--- config.mk ---
export PLATFORM = sky130hd
export DESIGN_NAME = mem_stage_lsu
export DESIGN_NICKNAME = d
export VERILOG_FILES = /design/src/rtl/lsu_pkg.sv /design/src/rtl/lsu_align.sv /design/src/rtl/mem_stage_lsu.sv
export SDC_FILE = /design/constraint.sdc
export NUM_CORES = 1
export LEC_CHECK = 0
export CORE_ASPECT_RATIO = 0.9
export CORE_MARGIN = 3
export CORE_UTILIZATION = 47
export CTS_CLUSTER_SIZE = 28
export DETAILED_ROUTE_END_ITERATION = 10
export HOLD_SLACK_MARGIN = 0.12
export PLACE_DENSITY = 0.93
export SLEW_MARGIN = 20
export SYNTH_ARGS = -nofsm -noshare
export SYNTH_HDL_FRONTEND = slang
export SYNTH_SLANG_ARGS = --single-unit
--- constraint.sdc ---
create_clock -name clk -period 6.8 [get_ports clk]
set_input_delay 1.36 -clock clk [delete_from_list [all_inputs] [get_ports clk]]
set_output_delay 1.36 -clock clk [all_outputs]
set_load 0.03 [all_outputs]
--- src/rtl/lsu_pkg.sv ---
// -----------------------------------------------------------------------------
// lsu_pkg
// Shared definitions for the memory-stage load/store unit:
//   - lsu_state_t : transaction FSM states (IDLE, REQ, WAIT, DONE)
//   - F3_*        : RV32I load/store width codes (funct3)
//   - LOAD/STORE  : major opcodes used by the decoder that drives M_load/M_store
// -----------------------------------------------------------------------------
package lsu_pkg;

    typedef enum logic [1:0] {
        IDLE = 2'd0,
        REQ  = 2'd1,
        WAIT = 2'd2,
        DONE = 2'd3
    } lsu_state_t;

    localparam logic [2:0] F3_B  = 3'b000;
    localparam logic [2:0] F3_H  = 3'b001;
    localparam logic [2:0] F3_W  = 3'b010;
    localparam logic [2:0] F3_BU = 3'b100;
    localparam logic [2:0] F3_HU = 3'b101;

    localparam logic [6:0] LOAD  = 7'b0000011;
    localparam logic [6:0] STORE = 7'b0100011;

endpackage

--- src/rtl/lsu_align.sv ---
// -----------------------------------------------------------------------------
// lsu_align
// Purely combinational byte-lane logic for the load/store unit.
//   is_store : 1 = classify/steer as a store, 0 = as a load
//   funct3   : RV32I width code
//   offset   : byte offset inside the word (addr[1:0])
//   data     : store data (store use) or memory read word (load use)
//   wdata    : lane-replicated store data (0 for loads)
//   bweb     : active-low per-bit write mask (all ones for loads)
//   ldata    : selected and sign/zero-extended load value
//   legal    : funct3 is a valid code for this access type
//   aligned  : offset is naturally aligned for the access width
// -----------------------------------------------------------------------------
module lsu_align
    import lsu_pkg::*;
(
    input  logic        is_store,
    input  logic [2:0]  funct3,
    input  logic [1:0]  offset,
    input  logic [31:0] data,
    output logic [31:0] wdata,
    output logic [31:0] bweb,
    output logic [31:0] ldata,
    output logic        legal,
    output logic        aligned
);

    logic [7:0]  sel_byte;
    logic [15:0] sel_half;

    always_comb begin
        legal = 1'b0;
        case (funct3)
            F3_B, F3_H, F3_W: legal = 1'b1;
            F3_BU, F3_HU:     legal = ~is_store;
            default:          legal = 1'b0;
        endcase
    end

    // Width comes from funct3[1:0] for both signed and unsigned variants.
    always_comb begin
        aligned = 1'b1;
        case (funct3[1:0])
            2'b01:   aligned = ~offset[0];
            2'b10:   aligned = (offset == 2'b00);
            default: aligned = 1'b1;
        endcase
    end

    // Data is replicated on every lane so memory only needs the mask to
    // pick the right bytes; the mask clears exactly the written lanes.
    always_comb begin
        wdata = '0;
        bweb  = '1;
        if (is_store) begin
            case (funct3)
                F3_B: begin
                    wdata                       = {4{data[7:0]}};
                    bweb[{offset, 3'b000} +: 8] = 8'h00;
                end
                F3_H: begin
                    wdata                           = {2{data[15:0]}};
                    bweb[{offset[1], 4'b0000} +: 16] = 16'h0000;
                end
                F3_W: begin
                    wdata = data;
                    bweb  = '0;
                end
                default: begin
                    wdata = '0;
                    bweb  = '1;
                end
            endcase
        end
    end

    assign sel_byte = data[{offset, 3'b000} +: 8];
    assign sel_half = data[{offset[1], 4'b0000} +: 16];

    always_comb begin
        ldata = data;
        case (funct3)
            F3_B:    ldata = {{24{sel_byte[7]}}, sel_byte};
            F3_H:    ldata = {{16{sel_half[15]}}, sel_half};
            F3_BU:   ldata = {24'h000000, sel_byte};
            F3_HU:   ldata = {16'h0000, sel_half};
            default: ldata = data;
        endcase
    end

endmodule

--- src/rtl/mem_stage_lsu.sv ---
// -----------------------------------------------------------------------------
// mem_stage_lsu
// Memory-stage load/store unit between the EX/MEM and MEM/WB registers. Takes
// one memory instruction from EX/MEM, runs a single valid/ready request on the
// data-memory port and, for loads, waits for the response and delivers the
// extended result. The pipeline is frozen with lsu_stall until completion.
//
// Ports:
//   clk, rst            clock, asynchronous active-high reset
//   M_valid/M_load/M_store/M_funct3/M_addr/M_store_data/M_rd
//                       EX/MEM register outputs describing the instruction
//   dm_req_valid/ready  request handshake to data memory
//   dm_addr             word-aligned address
//   dm_web, dm_bweb     active-low write strobe and per-bit write mask
//   dm_wdata            lane-steered store data
//   dm_rsp_valid/rdata  read response (only honoured while waiting for it)
//   lsu_stall           freeze upstream pipeline stages
//   W_load_valid/rd/data one-cycle load result to MEM/WB (rd/data hold)
//   lsu_fault           one-cycle pulse on illegal or misaligned access
// -----------------------------------------------------------------------------
module mem_stage_lsu
    import lsu_pkg::*;
#(
    parameter int ADDR_W = 32
) (
    input  logic              clk,
    input  logic              rst,
    input  logic              M_valid,
    input  logic              M_load,
    input  logic              M_store,
    input  logic [2:0]        M_funct3,
    input  logic [31:0]       M_addr,
    input  logic [31:0]       M_store_data,
    input  logic [4:0]        M_rd,
    output logic              dm_req_valid,
    input  logic              dm_req_ready,
    output logic [ADDR_W-1:0] dm_addr,
    output logic              dm_web,
    output logic [31:0]       dm_bweb,
    output logic [31:0]       dm_wdata,
    input  logic              dm_rsp_valid,
    input  logic [31:0]       dm_rdata,
    output logic              lsu_stall,
    output logic              W_load_valid,
    output logic [4:0]        W_load_rd,
    output logic [31:0]       W_load_data,
    output logic              lsu_fault
);

    lsu_state_t  state, next_state;

    logic        op_presented;
    logic        op_legal;
    logic        op_aligned;
    logic        op_accept;

    logic [31:0] st_wdata;
    logic [31:0] st_bweb;
    logic [31:0] st_ldata;

    logic [2:0]  cap_funct3;
    logic [1:0]  cap_offset;
    logic [4:0]  cap_rd;
    logic        cap_store;

    logic [31:0] ld_data;
    logic [31:0] ld_wdata;
    logic [31:0] ld_bweb;
    logic        ld_legal;
    logic        ld_aligned;
    logic        unused_align;

    assign op_presented = M_valid && (M_load || M_store);
    assign op_accept    = (state == IDLE) && op_presented && op_legal && op_aligned;

    // Checks and steers the live instruction so the request can be launched
    // straight from registers in the next cycle.
    lsu_align u_store_align (
        .is_store (M_store),
        .funct3   (M_funct3),
        .offset   (M_addr[1:0]),
        .data     (M_store_data),
        .wdata    (st_wdata),
        .bweb     (st_bweb),
        .ldata    (st_ldata),
        .legal    (op_legal),
        .aligned  (op_aligned)
    );

    // Formats the returning read word using the captured width and offset.
    lsu_align u_load_align (
        .is_store (1'b0),
        .funct3   (cap_funct3),
        .offset   (cap_offset),
        .data     (dm_rdata),
        .wdata    (ld_wdata),
        .bweb     (ld_bweb),
        .ldata    (ld_data),
        .legal    (ld_legal),
        .aligned  (ld_aligned)
    );

    assign unused_align = ^{st_ldata, ld_wdata, ld_bweb, ld_legal, ld_aligned};

    always_ff @(posedge clk or posedge rst) begin
        if (rst) begin
            state <= IDLE;
        end else begin
            state <= next_state;
        end
    end

    always_comb begin
        next_state   = state;
        lsu_stall    = 1'b0;
        dm_req_valid = 1'b0;
        case (state)
            IDLE: begin
                if (op_accept) begin
                    next_state = REQ;
                    lsu_stall  = 1'b1;
                end
            end
            REQ: begin
                dm_req_valid = 1'b1;
                lsu_stall    = 1'b1;
                if (dm_req_ready) begin
                    next_state = cap_store ? DONE : WAIT;
                end
            end
            WAIT: begin
                lsu_stall = 1'b1;
                if (dm_rsp_valid) begin
                    next_state = DONE;
                end
            end
            DONE: begin
                // Stall released for one cycle so EX/MEM advances exactly once.
                next_state = IDLE;
            end
            default: next_state = IDLE;
        endcase
        // Live M_* inputs must not freeze the pipeline while held in reset.
        if (rst) begin
            lsu_stall = 1'b0;
        end
    end

    // Request fields are registered at acceptance and held through REQ.
    always_ff @(posedge clk or posedge rst) begin
        if (rst) begin
            dm_addr    <= '0;
            dm_web     <= 1'b1;
            dm_bweb    <= '1;
            dm_wdata   <= '0;
            cap_funct3 <= '0;
            cap_offset <= '0;
            cap_rd     <= '0;
            cap_store  <= 1'b0;
        end else if (op_accept) begin
            dm_addr    <= {M_addr[ADDR_W-1:2], 2'b00};
            dm_web     <= ~M_store;
            dm_bweb    <= st_bweb;
            dm_wdata   <= st_wdata;
            cap_funct3 <= M_funct3;
            cap_offset <= M_addr[1:0];
            cap_rd     <= M_rd;
            cap_store  <= M_store;
        end
    end

    // Writeback and fault outputs; the load result registered here lines up
    // with the DONE cycle.
    always_ff @(posedge clk or posedge rst) begin
        if (rst) begin
            W_load_valid <= 1'b0;
            W_load_rd    <= '0;
            W_load_data  <= '0;
            lsu_fault    <= 1'b0;
        end else begin
            lsu_fault    <= (state == IDLE) && op_presented && !(op_legal && op_aligned);
            W_load_valid <= 1'b0;
            if ((state == WAIT) && dm_rsp_valid) begin
                W_load_valid <= 1'b1;
                W_load_rd    <= cap_rd;
                W_load_data  <= ld_data;
            end
        end
    end

endmodule

==> results.md <==
* Outcome: finished clean
* Data required, critical path at 5.44 ns
* Max Freq at 171 MHz
* Syn avg cell area at 10.6 um^2
* Met1 Use GR at 29.2%
* Sink Count at 119
* Crit path DAT at 4.48 ns
* R2R cell count at 6
* Std-Cell Rows at 38
* Mapped Cells at 575
* Worst Tran Pin Value at 1.08 ns
* Total track usage at 24.8%
* Worst hold stages at 2
* Post-synthesis xor/xnor area fraction at 0%
* Sequential-to-total area share from yosys stat at 49.0%
* CTS Buf Count at 17
* Skew-Pair Late Insertion Delay at 0.41 ns
* Cell area after synthesis at 6090 um^2
* Largest net degree at the start of global routing at 79
* Total negative slack at 0 ns
* Vias/cell at 5.37
* Die H at 114 um
* Largest family of logic cells by synthesized area: multiplexers
* H-Tree Level Count at 4
* Busiest grt layer: met2
* Core Area at 12400 um^2
* Critical path depth in cells at 8
* FFs w/ async S/R, synth at 100%
* I/O Pins at 249
* Yosys cell types at 45
* Port Buffers at 246
* Routed Antenna Nets at 0
* RSZ-0062 raised after global routing: false
* Final Wtd Congestion at 0.918
* Clk_skew at 0.0106 ns
* Post-CTS Hold Fix Bufs at 0
* CP Buf/Inv Count at 3
* Final hold violations at 0
* Setup ws final at 0.959 ns
* Final Power at 4.71 mW
* Area grow syn2layout at 48.2%
* Setup WS pre-CTS at 0.950 ns
* Nets at 897
* Synth Area in Adders at 1.44%
* Yosys reg bits at 119
* Compound-Gate Fraction of Synth Area at 13.0%
* Initial antenna violation count at 0
* Vias in the first global route at 5277
* Synth Area in Simple Gates at 9.51%
* CTS tree: yes
* P per Cell Area at 521 nW/um^2
* Finished Cell Area at 9030 um^2
* Slowest CP cell: clkdlybuf4s50_1
* Die width at 126 um
* Worst vdd ir at 0.262 mV
* First-pass GRT wire length at 28.1 mm
* Final period util at 85.9%
* Critical path cell sequence: clkdlybuf4s50_1 > inv_1 > ha_1 > nor2b_1 > o31ai_2 > or3_4 > a211oi_1 > clkdlybuf4s50_1
* CTS root buffer: clkbuf_16
* Post-Route WL at 17.8 mm
* Clock Pin Slew Worst Setup and Hold Paths at 0.05 ns
* Wire per inst at 18.7 um
* Grt met2 use at 43.2%
* Die area at 14400 um^2
* Yosys warns at 0
* Max-cap viol count at 0
* Crit-path max FO at 11
* Share of cells above drive strength 1 at 11.7%
* Static leakage at 3.99 nW
* Worst min path class: reg -> reg
* Setup crit end kind: primary output
* CP Launch Type: input port
* Post-synthesis mux area share at 17.6%
* Detailed Route Iter0 Violations at 386
* Drc violations at 0
* Slowest stage delay, CP at 0.71 ns
* Top cell by count, worst path: clkdlybuf4s50_1
* Final setup viols at 0
* Post-CTS sizing at 0
* Synth Flop Type: dfrtp_1
* Clk buf depth at 2
* Crit Path Class: in -> out
* Initial Utilization at 49.3%
* Delay-heaviest family, CP: buffers and inverters
* Antenna diodes at 0
* Drt first pass iters at 4
* Max_slew headroom at 27.7%
* Crit path time final at 5.84 ns
* Max-slew violations at 0
* Post-synth EDFFs at 0
* Gr ovfl total at 0
* DP Area at 8370 um^2
* Vias at 5112
* Post-CTS setup buffer count at 0
* Met3 Use GR at 7.77%
* DP Wirelength at 12.7 mm
tightest hold or removal path: stages, from the launching register on:
cell and delay, ns:
dfrtp_1 0.33, nand2_1 0.05, nand2_1 0.05
routing by layer:
metal / vias up / share of wire [%]
met4: 0 / 2.2
li1: 2367 / -
met2: 243 / 51
met5: - / 0
met3: 29 / 7.9
met1: 2473 / 39
cells in the mapped netlist, types with 2 or more instances:
cell       number  area, um^2
o21ai_0        19        95.1
nor2_1         30         113
a21boi_0        8        60.1
inv_1          33         124
dfrtp_1       114        2850
a2bb2oi_1       7        61.3
dfstp_2         5         131
nand2b_1        3        18.8
nand2_1        69         259
buf_2           3        15.0
a22oi_1        15         113
buf_1           3        11.3
a22o_1          8        70.1
clkbuf_1       22        82.6
buf_4          33         248
or3_1           2        12.5
nand3b_1       16         120
o21ba_2         2        20.0
o211ai_1        3        22.5
mux4_2          2        45.0
mux2_2         41         462
mux2i_1        26         260
ha_1            7        87.6
nor2b_1         4        25.0
a21oi_1        40         200
buf_6           8        90.1
a31oi_1         8        50.1
mux2_1         27         304
layout make-up:
cell class	instances	area (um^2)
multi-input cells	354	2540
clock buffers	21	460
repair buffers	253	2510
inverters	34	130
well taps	160	200
clock inverters	11	196
fillers	855	3330
flip-flops and latches	119	2980
logic make-up (layout without fill, tap and decap cells):
family / Yosys count / after routing
compound gates: 120 / 120
simple gates: 129 / 129
buf+inv: 103 / 319
flops: 119 / 119
fa+ha+maj: 7 / 7
mux: 96 / 96
other cells: 1 / 2
stage by stage:
step	std cells	hold slack (ns)	utilization (%)
6_report	952	0.466	73.0
5_1_grt	952	0.501	73.0
4_1_cts	952	0.475	73.0
3_5_place_dp	920	0.455	67.7
3_3_place_gp	920	0.442	67.7
2_1_floorplan	576	0.433	-
state kept, by name (all words and copies together) (netlist names):
register	flops
cap_funct3	3
cap_store	1
cap_offset	2
dm_web	1
W_load_rd	5
lsu_fault	1
W_load_valid	1
W_load_data	32
cap_rd	5
dm_bweb	4
dm_addr	30
dm_wdata	32
state	2
cells in the final DEF, fill, tap and decap left out, drive strengths merged, types with 7 or more instances in the layout:
cell type,n
clkdlybuf4s50,246
dfrtp,114
nand2,69
mux2,68
a21oi,40
inv,33
nor2,30
mux2i,26
clkbuf,21
o21ai,19
nand3b,16
a22oi,15
a22o,8
a31oi,8
a21boi,8
a2bb2oi,7
ha,7
buf,7
final timing paths:
kind	from	end	slack, ns
worst max-delay path	M_funct3[0]	lsu_stall	0.96
worst min-delay path	cap_rd[2]	W_load_rd[2]	0.47
worst max register to register	state[1]	dm_wdata[14]	4.20
worst min register to register	cap_rd[2]	W_load_rd[2]	0.47
max in group asynchronous	rst	dm_wdata[2]	4.06
min in group asynchronous	rst	dm_addr[18]	1.43
report_power, final:
| part | internal, mW | switching, mW |
|---|---|---|
| Sequential | 1.06 | 0.244 |
| Combinational | 1.04 | 1.38 |
| Clock | 0.670 | 0.315 |
| Total | 2.77 | 1.94 |
(Power assumes the default switching activity.)
